## config.mk

```make
export PLATFORM = sky130hd
export DESIGN_NAME = ram_bist_engine
export DESIGN_NICKNAME = d
export VERILOG_FILES = /design/src/rtl/ram_bist_engine.sv
export SDC_FILE = /design/constraint.sdc
export NUM_CORES = 2
export LEC_CHECK = 0
export ABC_AREA = 1
export BUFFER_PORTS_ARGS = -buffer_cell sky130_fd_sc_hd__clkbuf_2
export CAP_MARGIN = 40
export CORE_ASPECT_RATIO = 0.7
export CORE_MARGIN = 2
export CORE_UTILIZATION = 40
export DETAILED_ROUTE_END_ITERATION = 10
export GPL_ROUTABILITY_DRIVEN = 0
export RECOVER_POWER = 100
export SYNTH_ARGS = -nofsm -noshare
export SYNTH_HDL_FRONTEND = slang
export SYNTH_SLANG_ARGS = --single-unit
export TNS_END_PERCENT = 10
```

## constraint.sdc

```tcl
create_clock -name hw_clk -period 12.3 [get_ports hw_clk]
set_input_delay 1.845 -clock hw_clk [delete_from_list [all_inputs] [get_ports hw_clk]]
set_output_delay 1.845 -clock hw_clk [all_outputs]
set_load 0.02 [all_outputs]
```

## src/rtl/ram_bist_engine.sv

```systemverilog
// ram_bist_engine: block-RAM self-test engine.
// Owns a DATA_W x 2^ADDR_W single-clock RAM. Each pass writes a deterministic
// pattern to every word, then reads every word back and compares it. Odd
// passes use the inverted pattern. Reports pass/fail, a saturating error
// count and the first failing location. inject_err corrupts one pass-0 write
// so the fail path can be exercised on the board.
//
// Ports:
//   hw_clk, hw_rst_n  clock, asynchronous active-low reset
//   start             run request, sampled only in IDLE
//   inject_err        sampled with an accepted start; flips bit0 of the
//                     pass-0 write at address 3
//   busy              test in progress
//   done, pass        sticky completion flag and result (pass valid when done)
//   err_cnt           mismatch count, saturates at 16'hFFFF
//   fail_addr/data    address and read data of the first mismatch
//   led               fast blink while busy, on for pass, slow blink for fail
module ram_bist_engine #(
  parameter int          DATA_W  = 8,
  parameter int          ADDR_W  = 8,
  parameter int unsigned SEED    = 32'hA5,
  parameter int          PASSES  = 2,
  parameter int          BLINK_W = 24
) (
  input  logic              hw_clk,
  input  logic              hw_rst_n,
  input  logic              start,
  input  logic              inject_err,
  output logic              busy,
  output logic              done,
  output logic              pass,
  output logic [15:0]       err_cnt,
  output logic [ADDR_W-1:0] fail_addr,
  output logic [DATA_W-1:0] fail_data,
  output logic              led
);

  localparam int                DEPTH     = 2 ** ADDR_W;
  localparam logic [DATA_W-1:0] SEED_W    = DATA_W'(SEED);
  localparam logic [3:0]        LAST_PASS = 4'(PASSES - 1);
  localparam logic [ADDR_W-1:0] LAST_ADDR = '1;
  localparam logic [ADDR_W-1:0] INJ_ADDR  = ADDR_W'(3);

  typedef enum logic [1:0] {IDLE, WR, RD, DRAIN} state_t;

  state_t            state_q, state_d;
  logic [ADDR_W-1:0] addr_q, addr_d;
  logic [3:0]        k_q, k_d;
  logic              inj_q, inj_d;
  logic              accept, finish;

  // Expected word for a pass parity and address.
  function automatic logic [DATA_W-1:0] pattern(input logic odd,
                                                input logic [ADDR_W-1:0] a);
    logic [DATA_W-1:0] p;
    p = DATA_W'(a) + SEED_W;
    return odd ? ~p : p;
  endfunction

  // ---------------------------------------------------------------- FSM
  // NOTE: every signal gets a default before the case so no path leaves one
  // unassigned, which would otherwise infer a latch.
  always_comb begin
    state_d = state_q;
    addr_d  = addr_q;
    k_d     = k_q;
    inj_d   = inj_q;
    accept  = 1'b0;
    finish  = 1'b0;
    case (state_q)
      IDLE: begin
        if (start) begin
          accept  = 1'b1;
          inj_d   = inject_err;
          k_d     = '0;
          addr_d  = '0;
          state_d = WR;
        end
      end
      WR: begin
        addr_d = addr_q + ADDR_W'(1);   // wraps to 0 after the last word
        if (addr_q == LAST_ADDR) state_d = RD;
      end
      RD: begin
        addr_d = addr_q + ADDR_W'(1);
        if (addr_q == LAST_ADDR) state_d = DRAIN;
      end
      DRAIN: begin
        addr_d = '0;
        if (k_q < LAST_PASS) begin
          k_d     = k_q + 4'd1;
          state_d = WR;
        end else begin
          finish  = 1'b1;
          state_d = IDLE;
        end
      end
      default: state_d = IDLE;
    endcase
  end

  // NOTE: sequential state uses non-blocking assignments so every register
  // samples pre-edge values regardless of block ordering.
  always_ff @(posedge hw_clk or negedge hw_rst_n) begin
    if (!hw_rst_n) begin
      state_q <= IDLE;
      addr_q  <= '0;
      k_q     <= '0;
      inj_q   <= 1'b0;
    end else begin
      state_q <= state_d;
      addr_q  <= addr_d;
      k_q     <= k_d;
      inj_q   <= inj_d;
    end
  end

  assign busy = (state_q != IDLE);

  // ---------------------------------------------------------------- RAM
  logic              we, rd_en, corrupt;
  logic [DATA_W-1:0] wr_data, rd_data;
  logic [DATA_W-1:0] mem [DEPTH];

  assign we      = (state_q == WR);
  assign rd_en   = (state_q == RD);
  assign corrupt = inj_q && (k_q == 4'd0) && (addr_q == INJ_ADDR);
  assign wr_data = pattern(k_q[0], addr_q) ^ DATA_W'(corrupt);

  // NOTE: the array and its read register carry no reset so the tools can map
  // them onto a block RAM; the compare pipeline below qualifies rd_data.
  always_ff @(posedge hw_clk) begin
    if (we)    mem[addr_q] <= wr_data;
    if (rd_en) rd_data     <= mem[addr_q];
  end

  // ---------------------------------------------------------------- compare
  // Expected word and address travel one stage alongside the RAM read.
  logic              cmp_valid_q, mismatch;
  logic [DATA_W-1:0] exp_q, cmp_data;
  logic [ADDR_W-1:0] cmp_addr_q;
  logic [15:0]       err_cnt_d;

  always_ff @(posedge hw_clk or negedge hw_rst_n) begin
    if (!hw_rst_n) begin
      cmp_valid_q <= 1'b0;
      exp_q       <= '0;
      cmp_addr_q  <= '0;
    end else begin
      cmp_valid_q <= rd_en;
      exp_q       <= pattern(k_q[0], addr_q);
      cmp_addr_q  <= addr_q;
    end
  end

  assign cmp_data  = rd_data;
  assign mismatch  = cmp_valid_q && (cmp_data != exp_q);
  assign err_cnt_d = (mismatch && err_cnt != 16'hFFFF) ? err_cnt + 16'd1 : err_cnt;

  // err_cnt never returns to zero within a run, so zero marks the first miss.
  always_ff @(posedge hw_clk or negedge hw_rst_n) begin
    if (!hw_rst_n) begin
      done      <= 1'b0;
      pass      <= 1'b0;
      err_cnt   <= '0;
      fail_addr <= '0;
      fail_data <= '0;
    end else if (accept) begin
      done      <= 1'b0;
      pass      <= 1'b0;
      err_cnt   <= '0;
      fail_addr <= '0;
      fail_data <= '0;
    end else begin
      err_cnt <= err_cnt_d;
      if (mismatch && err_cnt == 16'd0) begin
        fail_addr <= cmp_addr_q;
        fail_data <= cmp_data;
      end
      if (finish) begin
        done <= 1'b1;
        pass <= (err_cnt_d == 16'd0);   // includes the compare done in DRAIN
      end
    end
  end

  // ---------------------------------------------------------------- LED
  logic [BLINK_W-1:0] blink_q;

  always_ff @(posedge hw_clk or negedge hw_rst_n) begin
    if (!hw_rst_n) blink_q <= '0;
    else           blink_q <= blink_q + BLINK_W'(1);
  end

  always_comb begin
    led = 1'b0;
    if (busy)              led = blink_q[BLINK_W-5];
    else if (done && pass) led = 1'b1;
    else if (done)         led = blink_q[BLINK_W-1];
  end

endmodule

```

# After elaboration in Yosys (flattened, before gate mapping)
# Memory sizes are Yosys's and may differ from the RTL's. A register that Yosys moved wholly into a read port is not among the register bits.
# Cells that the tools add are included.
# W data, S select, Z words.
[word_totals] register_bits=90 latch_bits=0 ramBits=2048 mem_bits_ro=0 input_bits=4 output_inout_bits=36 word_cells=81 n_memories=1
[classes] n_addsub=5 mul=0 div=0 n_lt_le_gt_ge=1 eq_ne=11 n_shift=0 muxes=30 n_bitwise=2 n_reduce_logical=18
[mem_list] name="mem" depth=256 width=8 rd=1 rd_ports_with_merged_regs=1 wr=1 line="123" rtl="logic [DATA_W-1:0] mem [DEPTH];"
[op_table] op="$mux W8" count=6
[op_table] op="$logic_not A16 Y1" count=2
[op_table] op="$mux W16" count=2
[op_table] op="$add A24 B1 Y24 const B" count=1
[op_table] op="$pmux W8 S3" count=1
[op_table] op="$add A16 B1 Y16 const B" count=1
[op_table] op="$ne A16 B16 Y1 const B" count=1
[op_table] op="$mux W1" count=14
[op_table] op="$add A8 B1 Y8 const B" count=1
[op_table] op="$add A8 B8 Y8 const B" count=1
[op_table] op="$eq A8 B2 Y1 const B" count=1
[op_table] op="$eq A8 B8 Y1 const B" count=1
[op_table] op="$mux W4" count=2
[op_table] op="$ne A8 B8 Y1" count=1
[op_table] op="$not A8 Y8" count=1
[op_table] op="$pmux W2 S4" count=1
[op_table] op="$pmux W4 S2" count=1
[op_table] op="$reduce_bool A2 Y1" count=4
[op_table] op="$xor A8 B1 Y8" count=1
[op_table] op="$logic_and A1 B1 Y1" count=6
[op_table] op="$mux W2" count=3
[op_table] op="$reduce_and A3 Y1" count=2
[op_table] op="$add A4 B1 Y4 const B" count=1
[op_table] op="$eq A2 B2 Y1 const B" count=2
[op_table] op="8 further kinds" count=10

# Longest topological paths before layout
[depth] word_depth=7 mapped_depth=16 depth_no_buf=14

# Worst setup path after synthesis
# Ideal clock, no wire load.
[synth_path] path_kind="flip-flop to flip-flop" startpoint="register addr_q[0]" endpoint="memory mem[0][0], data pin" setup_ps=1655 t_arrival_ps=8533 required_ps=10645 slack_ps=2111 stages_incl_launch_ff=8 n_path_buf=5 period_less_slack_ps=10189 path_cell_list="dfrtp_1 -> buf_6 -> buf_6 -> buf_6 -> buf_4 -> buf_2 -> xnor2_1 -> xnor2_1"
[synth_between] elab_chain_cells=4 word_cells_on_any_way=6 classes_between="add/sub: 1; eq/ne: 1; mux: 1; bitwise: 2; reduce/logical: 1"
[synth_lines] item="start: declaration" line="47" rtl="logic [ADDR_W-1:0] addr_q, addr_d;"
[synth_lines] item="start signal: assignment" line="112" rtl="addr_q <= addr_d;"
[synth_lines] item="$add A8 B8 Y8" line="56" rtl="p = DATA_W'(a) + SEED_W;"
[synth_lines] item="$not A8 Y8" line="57" rtl="return odd ? ~p : p;"
[synth_lines] item="$mux W8" line="57"
[synth_lines] item="$xor A8 B1 Y8 (*)" line="128" rtl="assign wr_data = pattern(k_q[0], addr_q) ^ DATA_W'(corrupt);"
[synth_lines] item="net wr_data[0]" line="122" rtl="logic [DATA_W-1:0] wr_data, rd_data;"
[synth_lines] item="end: declaration" line="123"
# The timed path passes the listed nets; every way through them passes the cells marked *.

# Worst setup path after layout
[layout_path] startpoint="register addr_q[0]" endpoint="memory mem[176][5] (enable)"
# No word-level cell before the write port.

==> metrics.txt <==
status=complete, but fails checks; failing checks=max-capacitance violations, max-slew violations; vias per cell=5.67; hold buffer count at CTS=0; Req. time, crit path=12740 ps; Area after DPL=89600 um^2; first-pass GRT wire length=360 mm; hold depth=1; Final Skew=56.7 ps; Ports=40; GR Util met1=34.0%; Crit path max-delay family=buffers and inverters; row cnt=142; number of flops mapped to enable cells by yosys=2056; reg-to-reg endpoint=mem[176][5]$_DFFE_PP_; clk_lat worst skew=870 ps; ys async rst share=4.19%; Mean Syn Cell Area=12.3 um^2; CP Launch Type=flip-flop; DRT Pass-1 Iters=6; clk root buf=clkbuf_16; placed instance count=9659; drt total wl=246 mm; fillers=19421; sequential area share after synthesis=74.1%; DR DRC count=0; Setup TNS=0 ps; Via Count=56792; Worst setup EP type=flip-flop; DP Wirelength=140 mm; vias in the first global route=52117; Synth cell types=46; CTS clk-pin slew, worst paths=70 ps; global-route total usage across every layer=21.9%; Setup CP Type=reg -> reg; pre-CTS WS=7430 ps; post-CTS resize count=0; final worst slack=3740 ps; Tcrit/Tclk final=69.6%; Initial DRC Count=7591; Core Area=214000 um^2; post-route antenna net violation count=0; Critical Path Stages=8; Synth Instances=7043; CP peak stage delay=2200 ps; r2r setup slk=3740 ps; worst path bufs/invs=4; share of post-route cells with drive strength above 1=5.10%; Initial Utilization=40.3%; Sink Count=2146; Layout area overhead=10.0%; initial antenna violation count=13; FF-to-FF Start=addr_q[0]$_DFFE_PN0P_; Synthesis Warnings=0; Static Leak=30.8 nW; Fmax=117 MHz; Min-Delay Path Class=reg -> reg; GR Overflow Total=0; Final Instance Area=95000 um^2; non-filler cells in the finished layout=10022; CTS max path bufs=4; VDD IR max=0.263 mV; # port buffers=39; Hold Vio Cnt, Final=0; commonest non-fill, non-tap cell in the layout=edfxtp_1; crit-path cells=clkinv_16 > clkbuf_1 > ha_1 > inv_1 > nor2_1 > nand2_1 > clkbuf_1 > nor2_1; Syn Nets=7061; R2R cell count=8; NumNets Final=7009; hold path start=blink_q[0]$_DFF_PN0_; cts bufs inserted=197; fin crit period=8560 ps; Slowest cell on crit path=dfrtp_1; Worst-Margin Slew=5030 ps; Hold EP=blink_q[0]$_DFF_PN0_; Die Footprint=220000 um^2; setup bufs post-CTS=0; ys flop type=edfxtp_1; H-tree depth=4; TritonCTS clock tree=done; Post-Syn Area=86400 um^2; final setup vio count=0; Synth Register Bits=2146; most frequent cells in the layout=edfxtp_1 (2056), nor2_1 (1567), o21ai_0 (1045), nand2_1 (870), o22ai_1 (408); Slew Viols, Final=1326; max-cap viol count=28; RSZ-0062 raised after global routing=no; largest net degree at the start of global routing=253; PD cells=231 nW/um^2; WP data arrival=9000 ps; Max FO, Critical Path=252; met2 Use GR=30.3%; max_slew headroom=-235%; drt wl/cell=24.5 um; width of the die=559 um; GRT busiest layer=met1; die height=393 um; met3 GRT Util=5.74%
[metal layers]
| metal | wire length, um | vias to the layer above | share of wire [%] |
|---|---|---|---|
| li1 | - | 25181 | - |
| met1 | 110000 | 28302 | 45 |
| met2 | 102000 | 2960 | 41 |
| met3 | 29300 | 341 | 12 |
| met4 | 5030 | 8 | 2.0 |
| met5 | 55 | - | 0.022 |
[metrics by stage]
| stage | utilization [%] | hold slack, ps | total power (W) |
|---|---|---|---|
| after floorplan | - | 349 | 0.0140 |
| after global placement | 41.5 | 435 | 0.0159 |
| after detailed placement | 41.8 | 452 | 0.0160 |
| after CTS | 44.6 | 461 | 0.0218 |
| after global routing | 44.3 | 490 | 0.0228 |
| final | 44.4 | 454 | 0.0219 |
[sequential cells by signal (all words and copies together), names as in the netlist, 8 cells and up]
name / flops
addr_q: 8
exp_q: 8
cmp_data: 8
mem: 2048
err_cnt: 16
fail_addr: 8
cmp_addr_q: 8
fail_data: 8
blink_q: 24
[report_power, final]
part	internal, W	switching [W]
combinational	0.00140	0.00507
sequential	0.00940	0.000152
clock	0.00318	0.00270
[how the worst max path moves through the flow]
stage | end | slack, ps | startpoint
3_3_place_gp | cmp_data[4]$_DFFE_PP_ | 7400 | addr_q[0]$_DFFE_PN0P_
3_5_place_dp | cmp_data[4]$_DFFE_PP_ | 7430 | addr_q[0]$_DFFE_PN0P_
4_1_cts | cmp_data[4]$_DFFE_PP_ | 7420 | addr_q[0]$_DFFE_PN0P_
5_1_grt | mem[20][4]$_DFFE_PP_ | 3450 | addr_q[0]$_DFFE_PN0P_
6_report | mem[176][5]$_DFFE_PP_ | 3740 | addr_q[0]$_DFFE_PN0P_
2_1_floorplan | mem[0][0]$_DFFE_PP_ | 2110 | addr_q[0]$_DFFE_PN0P_
[cells by family after synthesis]
| kind of cell | Yosys count | synth area share [%] |
|---|---|---|
| compound gates | 1651 | 10.2 |
| xor+xnor | 40 | 0.406 |
| fa+ha+maj | 14 | 0.203 |
| buf+inv | 566 | 3.15 |
| flops | 2146 | 74.1 |
| simple gates | 2626 | 11.9 |
[cells in the mapped netlist, types with 10 or more instances]
cell type,number,share of area [%]
a21oi_1,72,0.42
buf_1,24,0.10
buf_2,235,1.4
buf_4,27,0.23
buf_6,25,0.33
clkbuf_1,138,0.60
dfrtp_1,90,2.6
edfxtp_1,2056,71
ha_1,14,0.20
inv_1,90,0.39
inv_2,16,0.070
nand2_1,870,3.8
nand3_1,74,0.43
nand4_1,80,0.58
nor2_1,1566,6.8
nor2_2,10,0.072
o21ai_0,1041,6.0
o21ai_1,105,0.61
o22ai_1,408,3.0
xnor2_1,13,0.13
xor2_1,27,0.27
[area by class of cell]
type                    count  area [um^2]  share of cell area [%]
repair buffers            203         1320                    1.39
clock buffers             250         5250                    5.53
well taps                2880         3600                    3.79
inverters                 112          468                   0.492
diodes                      4         10.0                  0.0105
flip-flops and latches   2146        64000                    67.3
multi-input cells        4331        19700                    20.7
clock inverters            96          682                   0.718
Note: power is estimated with default switching activity, not from simulation.
